File: src/rtl/fifo_rd_arbiter_if.sv
// Read-port bundle between the async FIFO read domain, the arbiter and its consumers.
//   rempty/rdata : FIFO empty flag and combinational read data at raddr
//   rinc         : FIFO pop strobe
//   req/rdy      : per-consumer request (level) and ready-to-accept
//   gnt/dvalid   : one-hot grant and per-consumer data strobe
//   dout         : read data passed through to the consumers
//   burst_done   : one-cycle pulse after a grant is released
// Modport slave is the arbiter side; master is the FIFO/consumer side.
interface fifo_rd_arbiter_if #(
   parameter int unsigned NREQ  = 4,
   parameter int unsigned DSIZE = 8
);
   logic             rempty;
   logic [DSIZE-1:0] rdata;
   logic             rinc;
   logic [NREQ-1:0]  req;
   logic [NREQ-1:0]  rdy;
   logic [NREQ-1:0]  gnt;
   logic [NREQ-1:0]  dvalid;
   logic [DSIZE-1:0] dout;
   logic             burst_done;

   modport slave (
      input  rempty, rdata, req, rdy,
      output rinc, gnt, dvalid, dout, burst_done
   );

   modport master (
      output rempty, rdata, req, rdy,
      input  rinc, gnt, dvalid, dout, burst_done
   );
endinterface

File: src/rtl/fifo_rd_arbiter.sv
// Round-robin scheduler sharing one async-FIFO read port among NREQ consumers.
// One consumer is granted at a time for a burst of at most MAX_BURST pops; the
// grant is released early when the consumer drops req or the FIFO stays empty
// for EMPTY_TIMEOUT consecutive cycles.
// Ports:
//   rclk, rrst_n : read-domain clock, asynchronous active-low reset
//   bus (slave)  : rempty, rdata in; req, rdy in; rinc, gnt, dvalid, dout, burst_done out
// Optional build macro FIFO_RD_ARB_PRIO0_EN: requester 0 wins whenever it
// requests and its grants leave rr_ptr untouched; others stay round-robin.
module fifo_rd_arbiter #(
   parameter int unsigned NREQ          = 4,
   parameter int unsigned DSIZE         = 8,
   parameter int unsigned MAX_BURST     = 8,
   parameter int unsigned EMPTY_TIMEOUT = 4
) (
   input logic              rclk,
   input logic              rrst_n,
   fifo_rd_arbiter_if.slave bus
);
   localparam int unsigned GW = (NREQ > 1) ? $clog2(NREQ) : 1;
   localparam int unsigned PW = $clog2(MAX_BURST + 1);
   localparam int unsigned EW = $clog2(EMPTY_TIMEOUT + 1);

   typedef enum logic {IDLE, BURST} state_t;

   state_t           state_q, state_d;
   logic [NREQ-1:0]  gnt_q, gnt_d;
   logic [GW-1:0]    gidx_q, gidx_d;
   logic [GW-1:0]    rr_ptr_q, rr_ptr_d;
   logic [PW-1:0]    pop_cnt_q, pop_cnt_d;
   logic [EW-1:0]    empty_cnt_q, empty_cnt_d;
   logic             burst_done_q, burst_done_d;

   logic             rinc;
   logic             found;
   logic [GW-1:0]    pick;
   logic [DSIZE-1:0] dout;

   // Pop only for the granted consumer, and never while the FIFO reads empty.
   assign rinc = (|(gnt_q & bus.req & bus.rdy)) & ~bus.rempty;
   assign dout = bus.rdata;

   assign bus.rinc       = rinc;
   assign bus.gnt        = gnt_q;
   assign bus.dvalid     = gnt_q & {NREQ{rinc}};
   assign bus.dout       = dout;
   assign bus.burst_done = burst_done_q;

   // Circular scan for the first requester at or after rr_ptr.
   always_comb begin
      int unsigned idx;
      found = 1'b0;
      pick  = '0;
      idx   = 0;
`ifdef FIFO_RD_ARB_PRIO0_EN
      if (bus.req[0]) begin
         found = 1'b1;
      end
`endif
      for (int unsigned i = 0; i < NREQ; i++) begin
         idx = 32'(rr_ptr_q) + i;
         if (idx >= NREQ) begin
            idx = idx - NREQ;
         end
         if (!found && bus.req[GW'(idx)]) begin
            found = 1'b1;
            pick  = GW'(idx);
         end
      end
   end

   // Next-state and burst bookkeeping.
   always_comb begin
      state_d      = state_q;
      gnt_d        = gnt_q;
      gidx_d       = gidx_q;
      rr_ptr_d     = rr_ptr_q;
      pop_cnt_d    = pop_cnt_q;
      empty_cnt_d  = empty_cnt_q;
      burst_done_d = 1'b0;

      case (state_q)
         IDLE: begin
            if (found && !bus.rempty) begin
               state_d = BURST;
               gnt_d   = NREQ'(1) << pick;
               gidx_d  = pick;
            end
         end

         BURST: begin
            if (rinc) begin
               pop_cnt_d = pop_cnt_q + PW'(1);
            end
            // A stalled consumer with data present does not advance the timeout.
            if (bus.rempty) begin
               empty_cnt_d = empty_cnt_q + EW'(1);
            end else begin
               empty_cnt_d = '0;
            end

            if ((rinc && (pop_cnt_q == PW'(MAX_BURST - 1))) ||
                !bus.req[gidx_q] ||
                (bus.rempty && (empty_cnt_q == EW'(EMPTY_TIMEOUT - 1)))) begin
               state_d      = IDLE;
               gnt_d        = '0;
               pop_cnt_d    = '0;
               empty_cnt_d  = '0;
               burst_done_d = 1'b1;
               rr_ptr_d     = (gidx_q == GW'(NREQ - 1)) ? '0 : gidx_q + GW'(1);
`ifdef FIFO_RD_ARB_PRIO0_EN
               if (gidx_q == '0) begin
                  rr_ptr_d = rr_ptr_q;
               end
`endif
            end
         end

         default: state_d = IDLE;
      endcase
   end

   // State and datapath registers.
   always_ff @(posedge rclk or negedge rrst_n) begin
      if (!rrst_n) begin
         state_q      <= IDLE;
         gnt_q        <= '0;
         gidx_q       <= '0;
         rr_ptr_q     <= '0;
         pop_cnt_q    <= '0;
         empty_cnt_q  <= '0;
         burst_done_q <= 1'b0;
      end else begin
         state_q      <= state_d;
         gnt_q        <= gnt_d;
         gidx_q       <= gidx_d;
         rr_ptr_q     <= rr_ptr_d;
         pop_cnt_q    <= pop_cnt_d;
         empty_cnt_q  <= empty_cnt_d;
         burst_done_q <= burst_done_d;
      end
   end
endmodule

File: src/flat_wrapper.sv
// flat-port wrapper written by rule: the top's interface ports become plain ports
module fifo_rd_arbiter_flat 
#(
   parameter int unsigned NREQ          = 4,
   parameter int unsigned DSIZE         = 8,
   parameter int unsigned MAX_BURST     = 8,
   parameter int unsigned EMPTY_TIMEOUT = 4
)
  (rclk, rrst_n, bus_rempty, bus_rdata, bus_req, bus_rdy, bus_rinc, bus_gnt, bus_dvalid, bus_dout, bus_burst_done);
  fifo_rd_arbiter_if #(.NREQ(NREQ), .DSIZE(DSIZE)) bus_i ();
  input logic rclk;
  input logic rrst_n;
  input wire logic [$bits(bus_i.rempty)-1:0] bus_rempty;
  input wire logic [$bits(bus_i.rdata)-1:0] bus_rdata;
  input wire logic [$bits(bus_i.req)-1:0] bus_req;
  input wire logic [$bits(bus_i.rdy)-1:0] bus_rdy;
  output wire logic [$bits(bus_i.rinc)-1:0] bus_rinc;
  output wire logic [$bits(bus_i.gnt)-1:0] bus_gnt;
  output wire logic [$bits(bus_i.dvalid)-1:0] bus_dvalid;
  output wire logic [$bits(bus_i.dout)-1:0] bus_dout;
  output wire logic [$bits(bus_i.burst_done)-1:0] bus_burst_done;
  assign bus_i.rempty = bus_rempty;
  assign bus_i.rdata = bus_rdata;
  assign bus_i.req = bus_req;
  assign bus_i.rdy = bus_rdy;
  assign bus_rinc = bus_i.rinc;
  assign bus_gnt = bus_i.gnt;
  assign bus_dvalid = bus_i.dvalid;
  assign bus_dout = bus_i.dout;
  assign bus_burst_done = bus_i.burst_done;
  fifo_rd_arbiter #(.NREQ(NREQ), .DSIZE(DSIZE), .MAX_BURST(MAX_BURST), .EMPTY_TIMEOUT(EMPTY_TIMEOUT)) u_core (.rclk(rclk), .rrst_n(rrst_n), .bus(bus_i));
endmodule
File: config.mk
export PLATFORM = sky130hd
export DESIGN_NAME = fifo_rd_arbiter_flat
export DESIGN_NICKNAME = d
export VERILOG_FILES = /design/src/rtl/fifo_rd_arbiter_if.sv /design/src/rtl/fifo_rd_arbiter.sv /design/src/flat_wrapper.sv
export SDC_FILE = /design/constraint.sdc
export NUM_CORES = 1
export LEC_CHECK = 0
export CAP_MARGIN = 20
export CORE_MARGIN = 4
export CORE_UTILIZATION = 40
export DETAILED_ROUTE_END_ITERATION = 8
export PLACE_DENSITY = 0.77
export SYNTH_ARGS = -nofsm -noshare
export SYNTH_HDL_FRONTEND = slang
export SYNTH_SLANG_ARGS = --single-unit
File: constraint.sdc
create_clock -name rclk -period 2.2 [get_ports rclk]
set_clock_uncertainty 0.1 [all_clocks]
set_input_delay 0.66 -clock rclk [delete_from_list [all_inputs] [get_ports rclk]]
set_output_delay 0.66 -clock rclk [all_outputs]
set_load 0.01 [all_outputs]
==> run_results.csv <==
group,metric,value,unit
setup_path,crit_arrival,1.69,ns
clocking,postCtsHoldBufs,0,
clocking,clk_pin_slew_worst_paths,0.10,ns
pwr,ir_worst_vdd,727.8,uV
run_status,status,"complete, but fails checks",
grt,busiest_layer,"met2",
logic_synthesis,synth-seq-cells,17,
run_status,violations,"setup timing",
placement,gp_congestion,0.7926,
logic_synthesis,dominantRegCellSynth,"dfrtp_1",
drt,routed_wl,2414,um
setup_path,crit_type,"in2out",
logic_synthesis,synth_area,1091,um2
grt,grt_max_degree,18,
timing,slew_viol_final,0,
timing,timing.final.hold_violations,0,
placement,dp_worst_setup_slack,-0.9231,ns
cells_and_area,drive_above_1_share,35.25,%
setup_path,end_kind,"output pin",
drt,antenna_left,0,
clocking,clockBufferDepth,2,
timing,min_period_over_period,111.4,%
grt,grt_pass1_wl,4133,um
logic_synthesis,syn_inst,107,
cells_and_area,area_growth,34.86,%
drt,drt-pass1-iter-count,4,
logic_synthesis,synth.distinct_cells,38,
grt,met3_usage,3.672,%
logic_synthesis,synth_nets,130,
clocking,cts_sinks,17,
timing,finalSetupViolCount,5,
floorplan,initial_utilization,42.87,%
timing,fin_ws,-0.2510,ns
pwr,leakage,0.7185,nW
clocking,cts_made_buffers,3,
grt,overflow,0,
pwr,powerDensity,1091,nW/um2
floorplan,dieArea,3627,um2
setup_path,cp_data_required_time,1.44,ns
logic_synthesis,yosysWarnings,0,
clocking,cts_tree,"yes",
placement,io_buffers,20,
floorplan,die_h,60.23,um
run,maxCapViolations,0,
logic_synthesis,synth_edf_count,0,
logic_synthesis,seq_area_frac_synth,38.99,%
floorplan,ioPinCount,37,
cells_and_area,layout.nets,163,
logic_synthesis,synthArstFlopShare,100.0,%
drt,drtIter0Drc,19,
logic_synthesis,syn_area_per_cell,10.20,um2
timing,slew_headroom,75.57,%
worst_hold_path,hp-class,"reg2reg",
clocking,clock_latency,0.28,ns
drt,via_per_inst,5.373,
timing,holdWs,0.3988,ns
clocking,h-tree-depth,1,
timing,fmax,408.0,MHz
timing,tightest_slew,0.3665,ns
floorplan,fp.dieW,60.23,um
grt,antenna_found_initial,0,
floorplan,rows,18,
grt,use_met2,27.78,%
grt,grt_pass1_vias,951,
drt,routedWlPerCell,14.28,um
setup_path,worstSetupStartpointType,"input pin",
timing,finalCriticalPeriod,2.451,ns
drt,routed-via-count,908,
grt,grt_use_met1,17.58,%
clocking,cts-root-buf,"clkbuf_4",
floorplan,core_area,2545,um2
grt,track_usage,14.77,%
cells_and_area,diodes,0,
placement,detailed_place_hpwl,1884,um
timing,rsz0062_at_grt,"yes",
drt,drcViolationCount,0,
setup_path,path_max_fanout,3,
-- through the flow --
stage / cells / total power, mW / utilization [%] / instance area (um2) / setup TNS [ns]
CTS: 169 / 1.608 / 57.13 / 1454 / -0.7718
detailed placement: 163 / 1.414 / 54.82 / 1395 / -10.27
finish: 169 / 1.605 / 57.82 / 1471 / -0.8381
floorplan: 107 / 1.079 / - / 1110 / -0.06321
global placement: 163 / 1.382 / 54.82 / 1395 / -9.708
global route: 169 / 1.727 / 57.82 / 1471 / -1.015
-- metal layers --
metal	wire length (um)	share of wire, %	up-vias
met5	0	0	-
met4	0	0	0
met3	87	3.6	0
met2	1279	53	18
met1	1046	43	442
li1	-	-	448
-- state kept, by name, summed over array words and instances (netlist names) --
signal and count:
u_core.rr_ptr_q 2, u_core.bus.gnt 4, u_core.pop_cnt_q 4, u_core.bus.burst_done 1
u_core.gidx_q 2, u_core.empty_cnt_q 3, u_core.state_q 1
-- area by class of cell --
cell class / count / area (um2)
Timing Repair Buffer: 39 / 354.1
Sequential cell: 17 / 425.4
Clock inverter: 1 / 5.005
Clock buffer: 3 / 22.52
Inverter: 4 / 15.01
Fill cell: 216 / 1074
Multi-Input combinational cell: 75 / 611.8
Tap cell: 30 / 37.54
-- timing repair --
| action | 4_1_cts | 5_1_grt |
|---|---|---|
| pin swaps | 8 | 2 |
| gates resized for setup | 46 | 5 |
| buffers inserted | 3 | 0 |
| endpoints found under the setup margin | 14 | 7 |
-- worst paths after layout --
| check | startpoint | endpoint | slack (ns) | cells past startpoint |
|---|---|---|---|---|
| worst max-delay path | bus_rdy[3] | bus_dvalid[2] | -0.25 | 8 |
| worst min-delay path | u_core.empty_cnt_q[0] | u_core.empty_cnt_q[0] | 0.40 | 1 |
| worst max register to register | u_core.empty_cnt_q[0] | u_core.pop_cnt_q[3] | 0.11 | 8 |
| worst min register to register | u_core.empty_cnt_q[0] | u_core.empty_cnt_q[0] | 0.40 | 1 |
| max in group asynchronous | rrst_n | u_core.bus.gnt[0] | 1.21 | 2 |
| min in group asynchronous | rrst_n | u_core.bus.burst_done | 0.59 | 2 |
-- critical path, stage by stage --
cell	delay, ns
buf_6	0.09
and3_4	0.17
a31oi_4	0.15
a31oi_2	0.11
buf_4	0.16
buf_6	0.11
and2_4	0.12
buf_6	0.11
-- kinds of logic after synthesis --
kind of cell | after synthesis | synth area share, %
AO/OA/AOI/OAI | 28 | 22.48
flip-flops | 17 | 38.99
buffers and inverters | 15 | 8.370
AND/OR/NAND/NOR | 37 | 18.46
adder cells (fa/ha/maj) | 4 | 4.587
multiplexers | 6 | 7.110
-- synth_stat cells (2+ instances only) --
cell type / number / area share (%)
buf_4: 9 / 6.2
inv_1: 4 / 1.4
a31oi_1: 2 / 1.1
a21o_1: 3 / 2.1
a21oi_1: 3 / 1.4
nor3b_1: 2 / 1.4
nor2b_1: 2 / 1.1
o21ai_0: 3 / 1.4
nand2_1: 11 / 3.8
nand3_1: 3 / 1.4
mux2_4: 3 / 4.1
nor2_1: 6 / 2.1
dfrtp_1: 17 / 39
nand2b_1: 4 / 2.3
a32o_1: 4 / 3.7
mux2_2: 2 / 2.1
ha_1: 4 / 4.6
and2_1: 5 / 2.9
-- placed cells by master, fill, tap and decap left out, types with 2 or more instances in the layout --
| master | instances |
|---|---|
| a21o_1 | 3 |
| a21oi_1 | 2 |
| a31oi_4 | 2 |
| a32o_1 | 4 |
| and2_4 | 4 |
| buf_4 | 18 |
| buf_6 | 8 |
| clkbuf_4 | 3 |
| clkdlybuf4s15_1 | 2 |
| clkdlybuf4s50_1 | 5 |
| dfrtp_1 | 17 |
| dlygate4sd2_1 | 4 |
| ha_1 | 4 |
| inv_1 | 4 |
| mux2_2 | 2 |
| mux2_4 | 3 |
| nand2_1 | 11 |
| nand2b_1 | 4 |
| nand3_1 | 3 |
| nor2_1 | 6 |
| nor2b_1 | 2 |
| nor3b_1 | 2 |
| o21ai_0 | 3 |
-- report_power, final --
part | switching (mW) | total [mW] | internal, mW
clock | 0.0953 | 0.163 | 0.0674
sequential | 0.137 | 0.563 | 0.425
combinational | 0.385 | 0.880 | 0.495
Note: power is estimated with default switching activity, not from simulation.
